--- src/rtl/roll_tick_scheduler.sv ---
// roll_tick_scheduler: decelerating tick sequencer for the rolling-number display.
// Emits single-cycle o_tick enables in the i_clk domain. The tick interval starts at
// BASE_PERIOD and doubles after every TICKS_PER_PHASE ticks. o_done marks the final tick.
// Optional feature macro: ROLL_TICK_PAUSE_EN (adds i_pause, which freezes timing while in RUN).
module roll_tick_scheduler #(
    parameter int BASE_PERIOD     = 2000000,
    parameter int TICKS_PER_PHASE = 8,
    parameter int NUM_PHASES      = 4,
    parameter int CNT_W           = 26,
    localparam int PH_W = (NUM_PHASES > 1) ? $clog2(NUM_PHASES) : 1
) (
    input  logic            i_clk,
    input  logic            i_rst_n,
    input  logic            i_start,
    input  logic            i_abort,
`ifdef ROLL_TICK_PAUSE_EN
    input  logic            i_pause,
`endif
    output logic            o_tick,
    output logic            o_done,
    output logic            o_busy,
    output logic [PH_W-1:0] o_phase
);

    localparam int TI_W = (TICKS_PER_PHASE > 1) ? $clog2(TICKS_PER_PHASE) : 1;
    localparam longint unsigned LAST_PERIOD =
        longint'(BASE_PERIOD) << (NUM_PHASES - 1);

    // The slowest period must fit the counter, and every count must be at least 1.
    if (BASE_PERIOD < 1 || TICKS_PER_PHASE < 1 || NUM_PHASES < 1) begin : g_bad_count
        $error("roll_tick_scheduler: BASE_PERIOD, TICKS_PER_PHASE and NUM_PHASES must be >= 1");
    end
    if (LAST_PERIOD > (64'd1 << CNT_W)) begin : g_bad_width
        $error("roll_tick_scheduler: final phase period does not fit CNT_W");
    end

    typedef enum logic {
        S_IDLE = 1'b0,
        S_RUN  = 1'b1
    } state_t;

    state_t            r_state;
    state_t            w_next;
    logic [CNT_W-1:0]  r_cnt;
    logic [TI_W-1:0]   r_tick_idx;
    logic [PH_W-1:0]   r_phase;

    logic              w_pause;
    logic [CNT_W-1:0]  w_period_m1;
    logic              w_at_end;
    logic              w_last_tick;
    logic              w_last_phase;
    logic              w_clear;

`ifdef ROLL_TICK_PAUSE_EN
    assign w_pause = i_pause;
`else
    assign w_pause = 1'b0;
`endif

    // At CNT_W bits a period of exactly 2^CNT_W wraps to 0, so 0-1 still gives the right terminal count.
    assign w_period_m1  = (CNT_W'(BASE_PERIOD) << r_phase) - CNT_W'(1);
    assign w_at_end     = (r_cnt == w_period_m1);
    assign w_last_tick  = (r_tick_idx == TI_W'(TICKS_PER_PHASE - 1));
    assign w_last_phase = (r_phase == PH_W'(NUM_PHASES - 1));

    // Outputs decode registered state only; pause is the single input allowed to gate them.
    assign o_tick  = (r_state == S_RUN) && w_at_end && !w_pause;
    assign o_done  = o_tick && w_last_tick && w_last_phase;
    assign o_busy  = (r_state == S_RUN);
    assign o_phase = r_phase;

    // State register.
    always_ff @(posedge i_clk or negedge i_rst_n) begin
        if (!i_rst_n) begin
            r_state <= S_IDLE;
        end else begin
            r_state <= w_next;
        end
    end

    // Next state: start beats abort, and abort beats the natural end of the roll.
    always_comb begin
        w_next = r_state;
        case (r_state)
            S_IDLE: if (i_start) w_next = S_RUN;
            S_RUN: begin
                if (i_start)      w_next = S_RUN;
                else if (i_abort) w_next = S_IDLE;
                else if (o_done)  w_next = S_IDLE;
            end
            default: w_next = S_IDLE;
        endcase
    end

    // Timing is held at zero outside RUN and whenever a roll starts, restarts or ends.
    assign w_clear = (r_state != S_RUN) || i_start || i_abort || o_done;

    // Period counter, tick index and phase. All three freeze while paused.
    always_ff @(posedge i_clk or negedge i_rst_n) begin
        if (!i_rst_n) begin
            r_cnt      <= '0;
            r_tick_idx <= '0;
            r_phase    <= '0;
        end else if (w_clear) begin
            r_cnt      <= '0;
            r_tick_idx <= '0;
            r_phase    <= '0;
        end else if (!w_pause) begin
            if (w_at_end) begin
                r_cnt <= '0;
                if (w_last_tick) begin
                    r_tick_idx <= '0;
                    r_phase    <= r_phase + PH_W'(1);
                end else begin
                    r_tick_idx <= r_tick_idx + TI_W'(1);
                end
            end else begin
                r_cnt <= r_cnt + CNT_W'(1);
            end
        end
    end

endmodule

--- config.mk ---
export PLATFORM = sky130hd
export DESIGN_NAME = roll_tick_scheduler
export DESIGN_NICKNAME = d
export VERILOG_FILES = /design/src/rtl/roll_tick_scheduler.sv
export SDC_FILE = /design/constraint.sdc
export NUM_CORES = 1
export LEC_CHECK = 0
export ABC_AREA = 1
export ABC_CLOCK_PERIOD_IN_PS = 3100
export CAP_MARGIN = 20
export CORE_MARGIN = 8
export CORE_UTILIZATION = 57
export DETAILED_ROUTE_END_ITERATION = 10
export PLACE_DENSITY = 0.8
export SETUP_SLACK_MARGIN = 0.1
export SLEW_MARGIN = 20
export SYNTH_ARGS = -nofsm -noshare
export SYNTH_HDL_FRONTEND = slang
export SYNTH_SLANG_ARGS = --single-unit
--- constraint.sdc ---
create_clock -name i_clk -period 3.1 [get_ports i_clk]
set_input_delay 0.775 -clock i_clk [delete_from_list [all_inputs] [get_ports i_clk]]
set_output_delay 0.775 -clock i_clk [all_outputs]
set_load 0.03 [all_outputs]
==> impl_metrics.toml, run 1 <==
[route]
route.vias.total = 2506
drc = 0
drtPass1Iterations = 5
drtAntennaViolNets = 0
vias_per_cell = 5.64
drt_iter0_drc = 289
totalWireLength_um = 6660
wl_per_cell_um = 15.0

[yosys]
syn_area_sq_um = 2450
postSynthCellCount = 369
synth_commonest_cells = "106 x nand2_1, 72 x nor2_1, 49 x inv_1"
synth-async-reset-ratio = 1.00
yosysTopAreaCell = "dfrtp_1"
synth_cell_type_count = 25
yosysMostFrequentCell = "nand2_1"
synth_edf_count = 0
synth_seq_cells = 32
ys.flop_type = "dfrtp_1"
yosys_warnings = 0
synthTopCellsByArea = "dfrtp_1 33%, nand2_1 16%, nor2_1 11%"
syn_nets = 383
synth_top_area_share = 0.326
ys_seq_area_frac = 0.326
syn_avg_cell_area_sq_um = 6.65

[cts]
clkTransAtPathRegs_ps = 80
clock_latency_ps = 300
clock-root-buffer = "clkbuf_8"
cts.path.max_buffers = 2
numCtsBuffers = 5
cts_sinks = 32
cts_tree = "built"
htreeDepth = 2
hold_buffers = 0

[place]
port_buffers = 8
gp_congestion = 1.03
place_inst = 427
place_hpwl_um = 4800

[sta]
tightest_slew_ps = 402
finalHoldViolations = 0
fmax_mhz = 328
period_minus_slack_ps = 3050
maxSlewViolCount = 0
setup_viol = 0
worst_clock_skew_ps = 9.65
fin_setup_tns_ps = 0
slew_headroom = 0.730
min_period_over_period = 0.985
whs_ps = 509

[global_routing]
grt_pass1_vias = 2279
antenna_found_initial = 0
grt_pass1_wl_um = 10600
grt_start_max_net_pins = 33
track_usage = 0.207
grt.overflow.total = 0

[final_layout]
drive_above_1_share = 0.135
nets = 405
seqCellArea_sq_um = 803
n_antenna_cell = 0
final_cells = 444
multi_input_area_sq_um = 1500
syn_to_final_growth_pct = 15.7
final.fill_count = 370

[worst_setup_path]
crit_type = "reg2out"
worstPathArrival_ps = 2280
cp_max_fo = 6
critPathRequiredTime_ps = 2320
critPathLaunchType = "register"
end_kind = "output pin"

[floorplan]
row_count = 24
dieArea_sq_um = 6660
core_area_sq_um = 4260
die_w_um = 81.6
io_pins = 9
start_util = 0.576
die_h_um = 81.6

[pwr]
cellPowerDensity_nw_per_um2 = 302
cellLeakagePower_nw = 1.23
ir_drop_mv = 0.418

[hold_path]
hold_class = "reg2reg"

[run]
drv_cap = 0

[status]
status = "finished clean"
[timing repair]
item                       CTS  global route
resized for setup            7            17
hold endpoints to repair     0             0
buffers inserted             4             5
pin swaps                    1             5
setup endpoints to repair    2             2
[state kept, by name, summed over array words and instances, names as in the netlist]
register and flops:
r_cnt 26, r_tick_idx 3, o_phase 2, o_busy 1
[layout make-up]
| cell class | instances | share of cell area |
|---|---|---|
| Multi-Input combinational cell | 280 | 0.528 |
| Tap cell | 52 | 0.0229 |
| Clock inverter | 3 | 0.0150 |
| Clock buffer | 5 | 0.0242 |
| Sequential cell | 32 | 0.283 |
| Inverter | 54 | 0.0731 |
| Timing Repair Buffer | 18 | 0.0542 |
[metal layers]
metal	wire length, um	up-vias	GRT usage	share of wire
met1	2980	1152	0.286	0.45
met3	548	30	0.0460	0.082
met2	2930	132	0.302	0.44
met4	207	0	0.0895	0.031
li1	-	1192	-	-
met5	0	-	0	0
[path summary, 6_finish.rpt]
check	slack, ps	depth (start not counted)	to	from
max in group asynchronous	1920	2	o_phase[0]$_DFFE_PN0P_	i_rst_n
setup reg to reg	790	11	r_cnt[18]$_DFF_PN0_	o_phase[0]$_DFFE_PN0P_
setup / recovery	50	10	o_done	o_phase[0]$_DFFE_PN0P_
hold reg to reg	510	1	r_cnt[0]$_DFF_PN0_	r_cnt[0]$_DFF_PN0_
min in group asynchronous	870	2	r_cnt[22]$_DFF_PN0_	i_rst_n
hold / removal	510	1	r_cnt[0]$_DFF_PN0_	r_cnt[0]$_DFF_PN0_
[placed cells by master (no fill, tap or decap), types with 2 or more instances in the layout]
master,count
ha_2,4
nand2_2,5
nor2_1,71
nand4_1,14
clkdlybuf4s50_1,6
xnor2_1,4
inv_1,46
nand3_1,21
inv_2,6
ha_1,3
nor2_4,6
nand2_1,104
xor2_1,16
inv_4,2
dfrtp_1,30
buf_4,11
clkbuf_8,5
nor3_1,10
ha_4,3
o21ai_0,6
dfrtp_2,2
nor4_1,4
[critical path: stages (launching register included)]
cell	delay, ps
dfrtp_2	460
inv_4	80
ha_2	210
inv_1	130
nand3_1	140
o21bai_1	260
nand2_1	140
nor2_4	160
nand3_4	110
nor3_4	130
buf_6	150
[report_power, final]
group / internal, mW / switching (mW) / leakage (nW)
clock: 0.238 / 0.168 / 0.0541
combinational: 0.00867 / 0.0214 / 0.732
sequential: 0.419 / 0.00307 / 0.440
[kinds of logic after synthesis]
kind of cell             after synthesis  share of synthesized area
XOR/XNOR                              20                     0.0714
adder cells (fa/ha/maj)               10                     0.0510
AND/OR/NAND/NOR                      242                      0.440
buffers and inverters                 57                     0.0938
AO/OA/AOI/OAI                          8                     0.0173
flip-flops                            32                      0.326
[stage by stage]
| stage | utilization | setup WS (ps) | instance area, sq um | total power [mW] |
|---|---|---|---|---|
| 6_report | 0.666 | 47.0 | 2840 | 0.858 |
| 5_1_grt | 0.666 | -65.2 | 2840 | 0.886 |
| 4_1_cts | 0.641 | 118 | 2730 | 0.860 |
| 3_5_place_dp | 0.605 | 224 | 2580 | 0.460 |
| 3_3_place_gp | 0.605 | 280 | 2580 | 0.460 |
| 2_1_floorplan | - | 142 | 2460 | 0.444 |
(Power assumes the default switching activity.)
==> run 2: changes to the inputs <==
--- a/config.mk
+++ b/config.mk
@@ -13,6 +13,7 @@
 export DETAILED_ROUTE_END_ITERATION = 10
 export PLACE_DENSITY = 0.8
 export SETUP_SLACK_MARGIN = 0.1
+export SKIP_LAST_GASP = 1
 export SLEW_MARGIN = 20
 export SYNTH_ARGS = -nofsm -noshare
 export SYNTH_HDL_FRONTEND = slang
==> results of run 2 <==
No change in the layout: final DEF, timing and power equal those of run 1.
